[config.mk]
export PLATFORM = sky130hd
export DESIGN_NAME = dvp_pattern_tx
export DESIGN_NICKNAME = d
export VERILOG_FILES = /design/src/rtl/dvp_pattern_tx.sv
export SDC_FILE = /design/constraint.sdc
export NUM_CORES = 1
export LEC_CHECK = 0
export ABC_AREA = 0
export BUFFER_PORTS_ARGS = -buffer_cell sky130_fd_sc_hd__buf_2
export CORE_MARGIN = 5
export CORE_UTILIZATION = 40
export DETAILED_ROUTE_END_ITERATION = 10
export MAX_ROUTING_LAYER = met4
export SLEW_MARGIN = 20
export SYNTH_ARGS = -nofsm -noshare
export SYNTH_HDL_FRONTEND = slang
export SYNTH_SLANG_ARGS = --single-unit
export TNS_END_PERCENT = 5
[constraint.sdc]
create_clock -name clk -period 5.56 [get_ports clk]
set_input_delay 0.556 -clock clk [delete_from_list [all_inputs] [get_ports clk]]
set_output_delay 0.556 -clock clk [all_outputs]
set_load 0.01 [all_outputs]
[src/rtl/dvp_pattern_tx.sv]
// dvp_pattern_tx: DVP (vsync/href/RGB565 byte) transmitter driven by a built-in test pattern generator
module dvp_pattern_tx #(
    parameter int IMAGE_WIDTH  = 800,
    parameter int IMAGE_HEIGHT = 480,
    parameter int H_BLANK      = 64,
    parameter int VSYNC_LEN    = 2,
    parameter int V_BACK       = 4,
    parameter int V_FRONT      = 2
) (
    input  logic        clk,
    input  logic        reset_n,
    input  logic        enable,
    input  logic [1:0]  pattern_sel,
    output logic        dvp_vsync,
    output logic        dvp_href,
    output logic [7:0]  dvp_data,
    output logic        busy,
    output logic        frame_done,
    output logic [15:0] frame_cnt
);
    localparam int LINE_CLKS = 2 * IMAGE_WIDTH + H_BLANK;
    localparam int LW        = $clog2(LINE_CLKS);
    localparam int XW        = $clog2(IMAGE_WIDTH);
    localparam int BAR_W     = IMAGE_WIDTH / 8;
    localparam int M1        = IMAGE_HEIGHT > VSYNC_LEN ? IMAGE_HEIGHT : VSYNC_LEN;
    localparam int M2        = V_BACK > V_FRONT ? V_BACK : V_FRONT;
    localparam int VMAX      = M1 > M2 ? M1 : M2;
    localparam int VW        = VMAX > 1 ? $clog2(VMAX) : 1;

    localparam logic [LW-1:0] LINE_LAST = LW'(LINE_CLKS - 1);
    localparam logic [LW-1:0] ACT_LAST  = LW'(2 * IMAGE_WIDTH - 1);
    localparam logic [VW-1:0] VS_LAST   = VW'(VSYNC_LEN - 1);
    localparam logic [VW-1:0] VB_LAST   = VW'(V_BACK - 1);
    localparam logic [VW-1:0] Y_LAST    = VW'(IMAGE_HEIGHT - 1);
    localparam logic [VW-1:0] VF_LAST   = VW'(V_FRONT - 1);

    // bar colours, bar 0 in the least significant slot
    localparam logic [127:0] BARS = {16'h0000, 16'h001F, 16'hF800, 16'hF81F,
                                     16'h07E0, 16'h07FF, 16'hFFE0, 16'hFFFF};

    typedef enum logic [2:0] {IDLE, VSYNC, VBACK, ACTIVE, HBLANK, VFRONT} state_t;

    state_t        state, state_n;
    logic [LW-1:0] lcnt, lcnt_n;
    logic [VW-1:0] vcnt, vcnt_n;
    logic [1:0]    sel_r, sel_n;
    logic [7:0]    fid_r, fid_n;
    logic          start, line_end, done_n;
    logic [XW-1:0] x_n;
    logic [2:0]    bar_n;
    logic          chk_n;
    logic [15:0]   pix_n;
    logic [7:0]    byte_n;

    // next-state, counters and the pixel byte for the next cycle; outputs register these
    always_comb begin
        state_n  = state;
        lcnt_n   = lcnt;
        vcnt_n   = vcnt;
        start    = 1'b0;
        line_end = lcnt == LINE_LAST;
        if (state != IDLE)
            lcnt_n = line_end ? '0 : lcnt + 1'b1;
        case (state)
            IDLE: begin
                start   = enable;
                state_n = enable ? VSYNC : IDLE;
                lcnt_n  = '0;
                vcnt_n  = '0;
            end
            VSYNC: if (line_end) begin
                state_n = vcnt == VS_LAST ? VBACK : VSYNC;
                vcnt_n  = vcnt == VS_LAST ? '0 : vcnt + 1'b1;
            end
            VBACK: if (line_end) begin
                state_n = vcnt == VB_LAST ? ACTIVE : VBACK;
                vcnt_n  = vcnt == VB_LAST ? '0 : vcnt + 1'b1;
            end
            ACTIVE: state_n = lcnt == ACT_LAST ? HBLANK : ACTIVE;
            HBLANK: if (line_end) begin
                state_n = vcnt == Y_LAST ? VFRONT : ACTIVE;
                vcnt_n  = vcnt == Y_LAST ? '0 : vcnt + 1'b1;
            end
            VFRONT: if (line_end) begin
                start   = vcnt == VF_LAST && enable;
                state_n = vcnt != VF_LAST ? VFRONT : enable ? VSYNC : IDLE;
                vcnt_n  = vcnt == VF_LAST ? '0 : vcnt + 1'b1;
            end
            default: state_n = IDLE;
        endcase
        done_n = state_n == VFRONT && lcnt_n == LINE_LAST && vcnt_n == VF_LAST;
        sel_n  = start ? pattern_sel : sel_r;
        fid_n  = start ? frame_cnt[7:0] : fid_r;
        x_n    = lcnt_n[XW:1];
        bar_n  = 3'(x_n / BAR_W);
        chk_n  = 1'((32'(x_n) >> 3) ^ (32'(vcnt_n) >> 3));
        pix_n  = sel_n == 2'd0 ? BARS[{bar_n, 4'b0000} +: 16] :
                 sel_n == 2'd1 ? 16'(x_n) :
                 sel_n == 2'd2 ? (chk_n ? 16'hFFFF : 16'h0000) : {fid_n, fid_n};
        byte_n = lcnt_n[0] ? pix_n[7:0] : pix_n[15:8];
    end

    // state, frame context and registered outputs
    always_ff @(posedge clk or negedge reset_n) begin
        if (!reset_n) begin
            state      <= IDLE;
            lcnt       <= '0;
            vcnt       <= '0;
            sel_r      <= '0;
            fid_r      <= '0;
            dvp_vsync  <= 1'b0;
            dvp_href   <= 1'b0;
            dvp_data   <= '0;
            busy       <= 1'b0;
            frame_done <= 1'b0;
            frame_cnt  <= '0;
        end else begin
            state      <= state_n;
            lcnt       <= lcnt_n;
            vcnt       <= vcnt_n;
            sel_r      <= sel_n;
            fid_r      <= fid_n;
            dvp_vsync  <= state_n == VSYNC;
            dvp_href   <= state_n == ACTIVE;
            dvp_data   <= state_n == ACTIVE ? byte_n : 8'h00;
            busy       <= state_n != IDLE;
            frame_done <= done_n;
            frame_cnt  <= frame_cnt + 16'(done_n);
        end
    end
endmodule

---- Word level (Yosys, flattened, before mapping) ----
Cells that the tools add are included.
word-level totals
  register bits after elaboration ......... 61
  input port bits ......................... 5
  output and inout port bits .............. 28
  word-level logic and storage cells ...... 74
cells by class
  $add $sub $neg .......................... 3
  divide/modulo/power cells ............... 1
  equality and inequality tests ........... 18
  shifts and indexed selects .............. 1
  mux-type cells .......................... 31
  bitwise logic cells ..................... 1
  reduce and logical (&&, ||, !) cells .... 8
operators with widths
  cell                         number
  $shiftx A128 B8 Y16 const A  1
  $mux W16                     4
  $mux W9                      6
  $pmux W9 S4                  1
  $eq A11 B11 Y1 const B       3
  $mux W11                     3
  $div A10 B7 Y32 const B      1
  $mux W8                      3
  $mux W3                      7
  $eq A9 B1 Y1 const B         2
  $pmux W3 S6                  1
  $add A16 B1 Y16              1
  $add A11 B1 Y11 const B      1
  $add A9 B1 Y9 const B        1
  $eq A3 B2 Y1 const B         3
  $eq A3 B3 Y1 const B         3
  $eq A9 B2 Y1 const B         1
  $eq A9 B9 Y1 const B         1
  $ne A9 B1 Y1 const B         1
  $eq A3 B1 Y1 const B         2
  $reduce_bool A3 Y1           2
  $mux W2                      2
  $logic_and A1 B1 Y1          3
  $logic_not A3 Y1             1
  other kinds (7)              9

---- Depth between registers and ports, before layout ----
Gate-level depths: netlist (run 1).
  depth after elaboration ................. 11
  gate-level depth with buffers ........... 18
  depth with buffers taken out ............ 17

---- Worst setup path after synthesis (run 1) ----
Ideal clock, no wire load.
  kind .................................... flip-flop to flip-flop
  start point ............................. register lcnt[0]
  end point ............................... register dvp_data[2]
  setup time .............................. 0.104 ns
  arrival ................................. 3.803 ns
  data required time ...................... 5.456 ns
  path slack .............................. 1.653 ns
  stages on the path, launching flop included .. 17
  path buffers ............................ 0
  clock period less this slack ............ 3.907 ns
  cell sequence ........................... dfrtp_1 > ha_1 > nand4_1 > or4_1 > nand4_1 > nand2_1 > inv_1 > ha_1 > nand2b_1 > a21oi_1 > a21boi_2 > o21a_4 > o41ai_1 > a22oi_1 > or4b_1 > a31o_1 > a221oi_1
between the ends
  elaborated cells between the ends (all ways) .. 33
  those cells by class .................... add/sub: 1; div: 1; eq/ne: 5; shift: 1; mux: 23; bitwise: 1; reduce/logical: 1
RTL lines
  what                                                      line    source
  start, declared                                           44      logic [LW-1:0] lcnt, lcnt_n;
  start signal, assigned                                    119     lcnt <= lcnt_n;
  $add A11 B1 Y11 / $eq A11 B11 Y1 (equally long branches)  63, 61
  $mux W11 *                                                63      lcnt_n = line_end ? '0 : lcnt + 1'b1;
  $mux W11 *                                                62      if (state != IDLE)
  $mux W11 *                                                64      case (state)
  via lcnt_n[10]                                            44
  $div A10 B7 Y32 *                                         95      bar_n = 3'(x_n / BAR_W);
  $shiftx A128 B8 Y16 *                                     97      pix_n = sel_n == 2'd0 ? BARS[{bar_n, 4'b0000} +: 16] :
  $mux W16 *                                                97
  $mux W8 *                                                 100     byte_n = lcnt_n[0] ? pix_n[7:0] : pix_n[15:8];
  $mux W8 *                                                 125     dvp_data <= state_n == ACTIVE ? byte_n : 8'h00;
  end signal, assigned                                      125
  end, declared                                             16      output logic [7:0] dvp_data,
The timed path passes the listed nets; every way through them passes the cells marked *.

---- Worst setup path after layout (run 1) ----
  start point ............................. register state[1]
  end point ............................... register dvp_data[3]
between the ends
  elaborated cells between the ends (all ways) .. 32
  those cells by class .................... div: 1; eq/ne: 8; shift: 1; mux: 17; bitwise: 1; reduce/logical: 4
RTL lines
  what                    line  source
  start, declared         43    state_t state, state_n;
  start signal, assigned  118   state <= state_n;
  $reduce_bool A3 Y1      62
  $mux W11                62
  $mux W11 *              64
  via lcnt_n[6]           44
  $div A10 B7 Y32 *       95
  $shiftx A128 B8 Y16 *   97
  $mux W16 *              97
  $mux W8 *               100
  $mux W8 *               125
Marks and branches as above.

==> results of run 1 <==
-- per-stage QoR --
stage | instance area, um2 | hold WS (ns) | setup WS, ns
2_1_floorplan | 3960 | 0.260 | 1.65
3_3_place_gp | 4210 | 0.460 | 1.03
3_5_place_dp | 4210 | 0.459 | 0.993
4_1_cts | 4430 | 0.403 | 0.953
5_1_grt | 4430 | 0.441 | 0.603
6_report | 4430 | 0.375 | 0.872
-- how the worst min path moves through the flow --
stage                        from            end  slack, ns  cells past startpoint
floorplan                 reset_n           busy       0.26                      0
global placement    frame_cnt[15]  frame_cnt[15]       0.46                      1
detailed placement  frame_cnt[15]  frame_cnt[15]       0.46                      1
CTS                       reset_n       state[2]       0.40                      2
global route              reset_n        lcnt[1]       0.44                      2
finish                    reset_n       state[2]       0.38                      2
-- where the power goes --
| group | switching (W) | internal, W | leakage, nW |
|---|---|---|---|
| Clock | 0.000190 | 0.000255 | 0.106 |
| Combinational | 0.00000983 | 0.00000165 | 1.07 |
| Sequential | 0 | 0.000443 | 0.822 |
-- layout by cell type (no fill, tap or decap), drive strengths merged, types with 9 or more instances in the layout --
cell type and instances:
a21oi 23, buf 34, clkbuf 9, dfrtp 61, inv 19, nand2 48, nand3 22, nand4 16
nor2 29, nor3 16, o21ai 25, xnor2 14
-- registers in the layout, indices dropped and copies added, names as in the netlist --
name and flops:
dvp_data 8, sel_r 2, frame_done 1, lcnt 11, busy 1, vcnt 9, dvp_vsync 1, state 3
frame_cnt 16, dvp_href 1, fid_r 8
-- layout make-up --
class | instances | area share, %
Clock buffer | 9 | 2.79
Clock inverter | 7 | 2.20
Inverter | 17 | 1.50
Multi-Input combinational cell | 340 | 51.4
Sequential cell | 61 | 34.4
Tap cell | 133 | 3.75
Timing Repair Buffer | 34 | 3.95
-- layer usage --
layer | vias to the layer above | track usage (%) | wire (um)
met3 | 24 | 3.64 | 494
met1 | 1690 | 24.0 | 4690
met5 | - | - | 0
met2 | 123 | 28.7 | 4800
met4 | 0 | 7.84 | 320
li1 | 1693 | - | -
-- logic make-up after synthesis --
kind of cell	Yosys count	synth area share (%)
compound gates	119	22.4
mux	11	3.19
xor+xnor	19	4.20
flops	61	38.6
simple gates	183	25.3
buf+inv	29	3.89
fa+ha+maj	8	2.40
==> flow_summary.toml, run 1 <==
[outcome]
outcome = "completed"

[sta]
period_share_pct = 84.3
setup_viol = 0
fmax_mhz = 213
setup-tns-final_ns = 0
worst_pin_slew_ns = 0.820
slew_violations = 0
hold_viol = 0
maxSlewHeadroom_pct = 43.9
grt_setup_unrepaired = "false"
min_period_ns = 4.69
fin_skew_ns = 0.00646

[worst_setup_path]
cp_slowest_stage_delay_ns = 0.67
crit_arrival_ns = 4.92
r2r_setup_slack_ns = 0.87
crit_end = "dvp_data[3]"
crit_required_ns = 5.79
path_cells = "nor3_1 > nor4_1 > nor2_4 > inv_2 > o21a_1 > ha_1 > nand2b_1 > a21oi_1 > a21boi_2 > o21a_4 > o41ai_1 > a22oi_1 > or4b_1 > a31o_1 > a221oi_1"
crit-reg2reg-launch = "state[1]"
path_depth = 15
setup.worst_path.start_class = "flip-flop"
worst_path_dominant_cell_family = "compound AO/OA/AOI/OAI gates"
worst_path_max_delay_cell = "nor3_1"
r2r_end = "dvp_data[3]"
crit_type = "reg -> reg"
critPathMaxFanout = 16
cp-end-kind = "flip-flop"
startpoint = "state[1]"
r2r_cells = 15
cp_num_buf_inv = 1

[power_and_ir_drop]
power_leakage_nw = 2.00
cellPowerDensity_nw_per_um2 = 203
ir_drop_mv = 0.126
power.total_w = 0.000899

[grt]
grt_pass1_vias = 3382
track_usage_pct = 18.6
grt_start_max_net_pins = 62
grt_first_pass_wirelength_mm = 17.2
antenna_found_initial = 0
globalRouteOverflowTotal = 0

[clock_tree]
cts_buffers = 9
clk_pin_slew_worst_paths_ns = 0.07
cts_tree = "built"
cts_resized = 0
h-tree-depth = 3
post-cts-setup-buffers = 0
hold_buffers = 0
clock-sinks = 61
clk_latency_ns = 0.34
cts_root_buf = "clkbuf_8"
cts.path.max_buffers = 2

[logic_synthesis]
syn_area_per_cell_um2 = 9.20
synthTopCellsByCount = "dfrtp_1 (61), nand2_1 (45), nor2_1 (28)"
ys_types = 85
ys_warn_count = 0
async_flop_share_pct = 100
synth_nets = 441
synth_seq_cells = 61
post-synth-top-area-fraction_pct = 38.6
yosys-top-cells-area = "dfrtp_1 (39%), nand2_1 (4.3%), xnor2_1 (3.1%)"
syn_area_um2 = 3960
yosys.area.top_type = "dfrtp_1"
synthFlopType = "dfrtp_1"
postSynthCellCount = 430
synth_most_common_cell = "dfrtp_1"
ys_seq_area_share_pct = 38.6
synth_edf_count = 0

[placement]
port_buffers = 32
dp_cells = 585
place_congestion = 0.969
dp_hpwl_mm = 7.63

[route]
avgViaCountPerCell = 5.87
first_iter_violations = 217
drtAntennaViolNets = 0
drc = 0
finalWirelength_mm = 10.3
drt_pre_antenna_iters = 5
wl_per_cell_um = 17.1
via_count = 3530

[final_layout]
diodes = 0
regArea_um2 = 1530
drive_gt1_share_pct = 21.8
n_fill_cell = 972
fin_nets = 474
fin_util_pct = 45.6
final_cells = 601
syn2layout_area_growth_pct = 12.0
multiInputGateArea_um2 = 2280

[die]
row_count = 36
die_w_um = 109
die-area_um2 = 12000
core_um2 = 9730
io_pins = 33
initial_core_util_pct = 40.7
die_y_um = 109

[worst_hold_path]
hold_class = "in -> async"

[flow_run]
maxCapViolations = 0
No activity file was read; power rests on OpenSTA's default activity.
==> run 2, diff against run 1 <==
Clock period 5.56 ns to 4.8 ns, I/O delays scaled along.
==> run 2 against run 1 <==
Effect of this change:
- critical path depth unchanged
- sequential power up 16%
- via count is 1.2% lower
- utilization grew 0.15 points
- setup slack worse by 0.67 ns
==> flow_summary.toml, run 2 (synthesis results as in run 1) <==
[final_layout]
diodes = 0
fin_util_pct = 45.7
mostFrequentLayoutCell = "dfrtp_1"
syn2layout_area_growth_pct = 12.4
reg_top3 = "frame_cnt (16), lcnt (11), vcnt (9)"
largest_register_ffs = 16
multiInputGateArea_um2 = 2290
final_cell_mix = "dfrtp_1 (61), nand2_1 (44), buf_2 (32), nor2_1 (28), o21ai_0 (23)"
fin_nets = 477
n_fill_cell = 989
drive_gt1_share_pct = 22.7
regMostFlops = "frame_cnt"
final_cells = 604
regArea_um2 = 1530

[route]
first_iter_violations = 185
drt_pre_antenna_iters = 5
drtAntennaViolNets = 0
finalWirelength_mm = 10.2
drc = 0
avgViaCountPerCell = 5.78
via_count = 3489
wl_per_cell_um = 16.9

[grt]
antenna_found_initial = 0
grt_first_pass_wirelength_mm = 16.8
grt_pass1_vias = 3418
grt_start_max_net_pins = 62
track_usage_pct = 18.3
globalRouteOverflowTotal = 0

[clock_tree]
clk_pin_slew_worst_paths_ns = 0.08
clk_latency_ns = 0.35
cts_root_buf = "clkbuf_8"
h-tree-depth = 3
cts_tree = "built"
post-cts-setup-buffers = 0
cts.path.max_buffers = 2
cts_buffers = 9
clock-sinks = 61

[die]
initial_core_util_pct = 40.7
row_count = 36
die-area_um2 = 12000
io_pins = 33
die_w_um = 109
die_y_um = 109
core_um2 = 9730

[sta]
fin_skew_ns = 0.00769
min_period_ns = 4.59
fmax_mhz = 218
maxSlewHeadroom_pct = 40.0
worst_pin_slew_ns = 0.877
slew_violations = 0
hold_viol = 0
setup_viol = 0
period_share_pct = 95.7
worst_hold_slack_ns = 0.288

[placement]
dp_hpwl_mm = 7.68
dp_cells = 588
port_buffers = 32
place_congestion = 0.971

[power_and_ir_drop]
power_leakage_nw = 2.01
cellPowerDensity_nw_per_um2 = 223
ir_drop_mv = 0.102

[flow_run]
maxCapViolations = 0

[worst_hold_path]
hold_class = "in -> async"

[worst_setup_path]
cp_slowest_stage_delay_ns = 0.57
crit_arrival_ns = 4.83
path_cells = "nand3_1 > or4_1 > nand4_1 > nand2_2 > inv_1 > ha_1 > nand2b_1 > a21oi_1 > a21boi_4 > o21a_4 > o41ai_1 > a22oi_1 > or4b_1 > a31o_1 > a221oi_1"
setup.worst_path.start_class = "flip-flop"
crit_required_ns = 5.04
cp-end-kind = "flip-flop"
crit_type = "reg -> reg"
worst_path_max_delay_cell = "dfrtp_1"
critPathMaxFanout = 9

[outcome]
outcome = "completed"
run 2: worst max-delay path: cells and delay by family, from the launching register on:
kind	cells	cell delay, ns
AND/OR/NAND/NOR	6	1.86
AO/OA/AOI/OAI	7	1.63
flip-flops	1	0.57
adder cells (fa/ha/maj)	1	0.26
buffers and inverters	1	0.16
run 2: report_power, final:
group	switching (W)	total, W	internal (W)
Combinational	0.0000112	0.0000131	0.00000191
Clock	0.000224	0.000466	0.000242
Sequential	0	0.000514	0.000514
Total	0.000235	0.000993	0.000758
run 2: repair_timing:
action | 4_1_cts | 5_1_grt
endpoints found under the setup margin | 0 | 3
gates resized for setup | 0 | 3
hold buffers | 0 | 0
run 2: path summary, 6_finish.rpt:
path	from	to	slack, ns	cells past startpoint
worst min register to register	frame_cnt[15]	frame_cnt[15]	0.47	1
max in group asynchronous	reset_n	dvp_data[2]	4.00	2
min in group clk	frame_cnt[15]	frame_cnt[15]	0.47	1
worst min-delay path	reset_n	vcnt[4]	0.29	2
worst max-delay path	lcnt[3]	dvp_data[3]	0.21	15
worst max register to register	lcnt[3]	dvp_data[3]	0.21	15
run 2: area by class of cell:
cell class,count,share of cell area [%]
timing repair buffer,37,4.44
multi-input combinational,340,51.6
clock inverter,7,1.66
tap,133,3.74
inverter,17,1.49
clock buffer,9,2.78
sequential,61,34.3
run 2: routing by layer:
metal | GRT usage [%] | share of wire (%)
met3 | 4.17 | 4.0
met5 | - | 0
met4 | 6.06 | 2.5
met2 | 30.0 | 49
met1 | 22.3 | 44
run 2: through the flow:
stage	setup slack (ns)	power [W]	TNS (ns)	cell area, um2
finish	0.207	0.000993	0	4450
global route	-0.0329	0.00103	-0.0651	4450
CTS	0.197	0.00101	0	4430
detailed placement	0.247	0.000538	0	4230
global placement	0.329	0.000538	0	4230
floorplan	0.893	0.000524	0	3960
==> run 3, diff against run 2 <==
Settings changed: PLACE_DENSITY_LB_ADDON set to 0.25.
==> run 3 against run 2 <==
Effect of this change:
- flip-flop and latch count is the same
- clock skew grew 0.0062 ns
- combinational power is essentially flat
- routed wire length grew 1.4%
- total power shrank 0.19%
- critical path type unchanged
- critical endpoint is now dvp_data[2]
- largest cell class unchanged
==> flow_summary.toml, run 3 (synthesis results as in run 1) <==
[sta]
setup-tns-final_ns = 0
setup_ws_ns = 0.332
fmax_mhz = 224
setup_viol = 0
min_period_ns = 4.47
grt_setup_unrepaired = "false"
period_share_pct = 93.1
slew_violations = 0
worst_hold_slack_ns = 0.288
maxSlewHeadroom_pct = 45.7
fin_skew_ns = 0.0138
hold_viol = 0
worst_pin_slew_ns = 0.813

[worst_setup_path]
setup.worst_path.start_class = "flip-flop"
cp_slowest_stage_delay_ns = 0.51
critPathMaxFanout = 7
path_cells = "ha_1 > nand4_1 > or4_1 > nand4_1 > nand2_2 > inv_2 > ha_1 > nand2b_1 > a21oi_1 > a21boi_4 > o21a_4 > o41ai_1 > a22oi_1 > or4b_1 > a31o_1 > a221oi_1"
crit_type = "reg -> reg"
cp_num_buf_inv = 1
crit_arrival_ns = 4.71
crit_required_ns = 5.04
worst_path_dominant_cell_family = "simple AND/OR/NAND/NOR gates"
worst_path_max_delay_cell = "or4b_1"
cp-end-kind = "flip-flop"

[route]
avgViaCountPerCell = 5.88
drc = 0
wl_per_cell_um = 17.1
drt_pre_antenna_iters = 5
via_count = 3550
first_iter_violations = 282
finalWirelength_mm = 10.3
drtAntennaViolNets = 0

[placement]
place_congestion = 0.925
dp_cells = 588
place_ws_ns = 0.210
port_buffers = 32
dp_hpwl_mm = 7.65

[final_layout]
diodes = 0
syn2layout_area_growth_pct = 12.4
final_cells = 604
drive_gt1_share_pct = 22.9
largest_register_ffs = 16
final_cell_mix = "dfrtp_1 (61), nand2_1 (44), buf_2 (32), nor2_1 (28), o21ai_0 (23)"
mostFrequentLayoutCell = "dfrtp_1"
reg_top3 = "frame_cnt (16), lcnt (11), vcnt (9)"
regMostFlops = "frame_cnt"
fin_nets = 477

[die]
die_w_um = 109
die-area_um2 = 12000
initial_core_util_pct = 40.7
row_count = 36
die_y_um = 109
io_pins = 33
core_um2 = 9730

[grt]
grt_start_max_net_pins = 62
track_usage_pct = 18.6
globalRouteOverflowTotal = 0
grt_pass1_vias = 3437
grt_first_pass_wirelength_mm = 17.0
antenna_found_initial = 0

[power_and_ir_drop]
power_leakage_nw = 2.01
cellPowerDensity_nw_per_um2 = 223
ir_drop_mv = 0.111

[clock_tree]
h-tree-depth = 3
clock-sinks = 61
cts_root_buf = "clkbuf_8"
clk_latency_ns = 0.35
cts.path.max_buffers = 2
post-cts-setup-buffers = 0
clk_pin_slew_worst_paths_ns = 0.08
cts_resized = 0
hold_buffers = 0
cts_tree = "built"
cts_buffers = 9

[outcome]
outcome = "completed"

[flow_run]
maxCapViolations = 0

[worst_hold_path]
hold_class = "in -> async"
-- run 3: cell types whose count changed in the layout (fill, tap and decap cells not counted), sizes merged --
cell,delta
inv,-1
clkinv,+1
-- run 3: cell type report --
cell class / count / area, um2
multi-input combinational: 340 / 2290
sequential: 61 / 1530
fill: 969 / 5280
clock inverter: 7 / 73.8
timing repair buffer: 37 / 198
clock buffer: 9 / 124
inverter: 17 / 66.3
tap: 133 / 166
-- run 3: final timing paths --
check | start | end | slack [ns] | cells after the start
hold / removal | reset_n | frame_cnt[8] | 0.29 | 2
setup reg to reg | lcnt[0] | dvp_data[2] | 0.33 | 16
min in group clk | frame_cnt[15] | frame_cnt[15] | 0.47 | 1
hold reg to reg | frame_cnt[15] | frame_cnt[15] | 0.47 | 1
setup / recovery | lcnt[0] | dvp_data[2] | 0.33 | 16
max in group asynchronous | reset_n | lcnt[5] | 3.99 | 2
-- run 3: report_power, final --
group,switching [W],internal (W),leakage (nW)
combinational,0.0000112,0.00000190,1.09
sequential,0,0.000514,0.822
clock,0.000223,0.000241,0.0996
-- run 3: metrics by stage --
step | area (um2) | util [%] | total power, W
4_1_cts | 4430 | 45.6 | 0.00100
3_3_place_gp | 4230 | 43.5 | 0.000537
2_1_floorplan | 3960 | - | 0.000524
3_5_place_dp | 4230 | 43.5 | 0.000538
5_1_grt | 4450 | 45.7 | 0.00103
6_report | 4450 | 45.7 | 0.000991
-- run 3: routing by layer --
layer	global-route usage (%)	up-vias	share of wire (%)
li1	-	1689	-
met4	6.23	0	2.2
met5	-	-	0
met2	29.5	116	48
met1	24.0	1723	45
met3	3.58	22	4.6
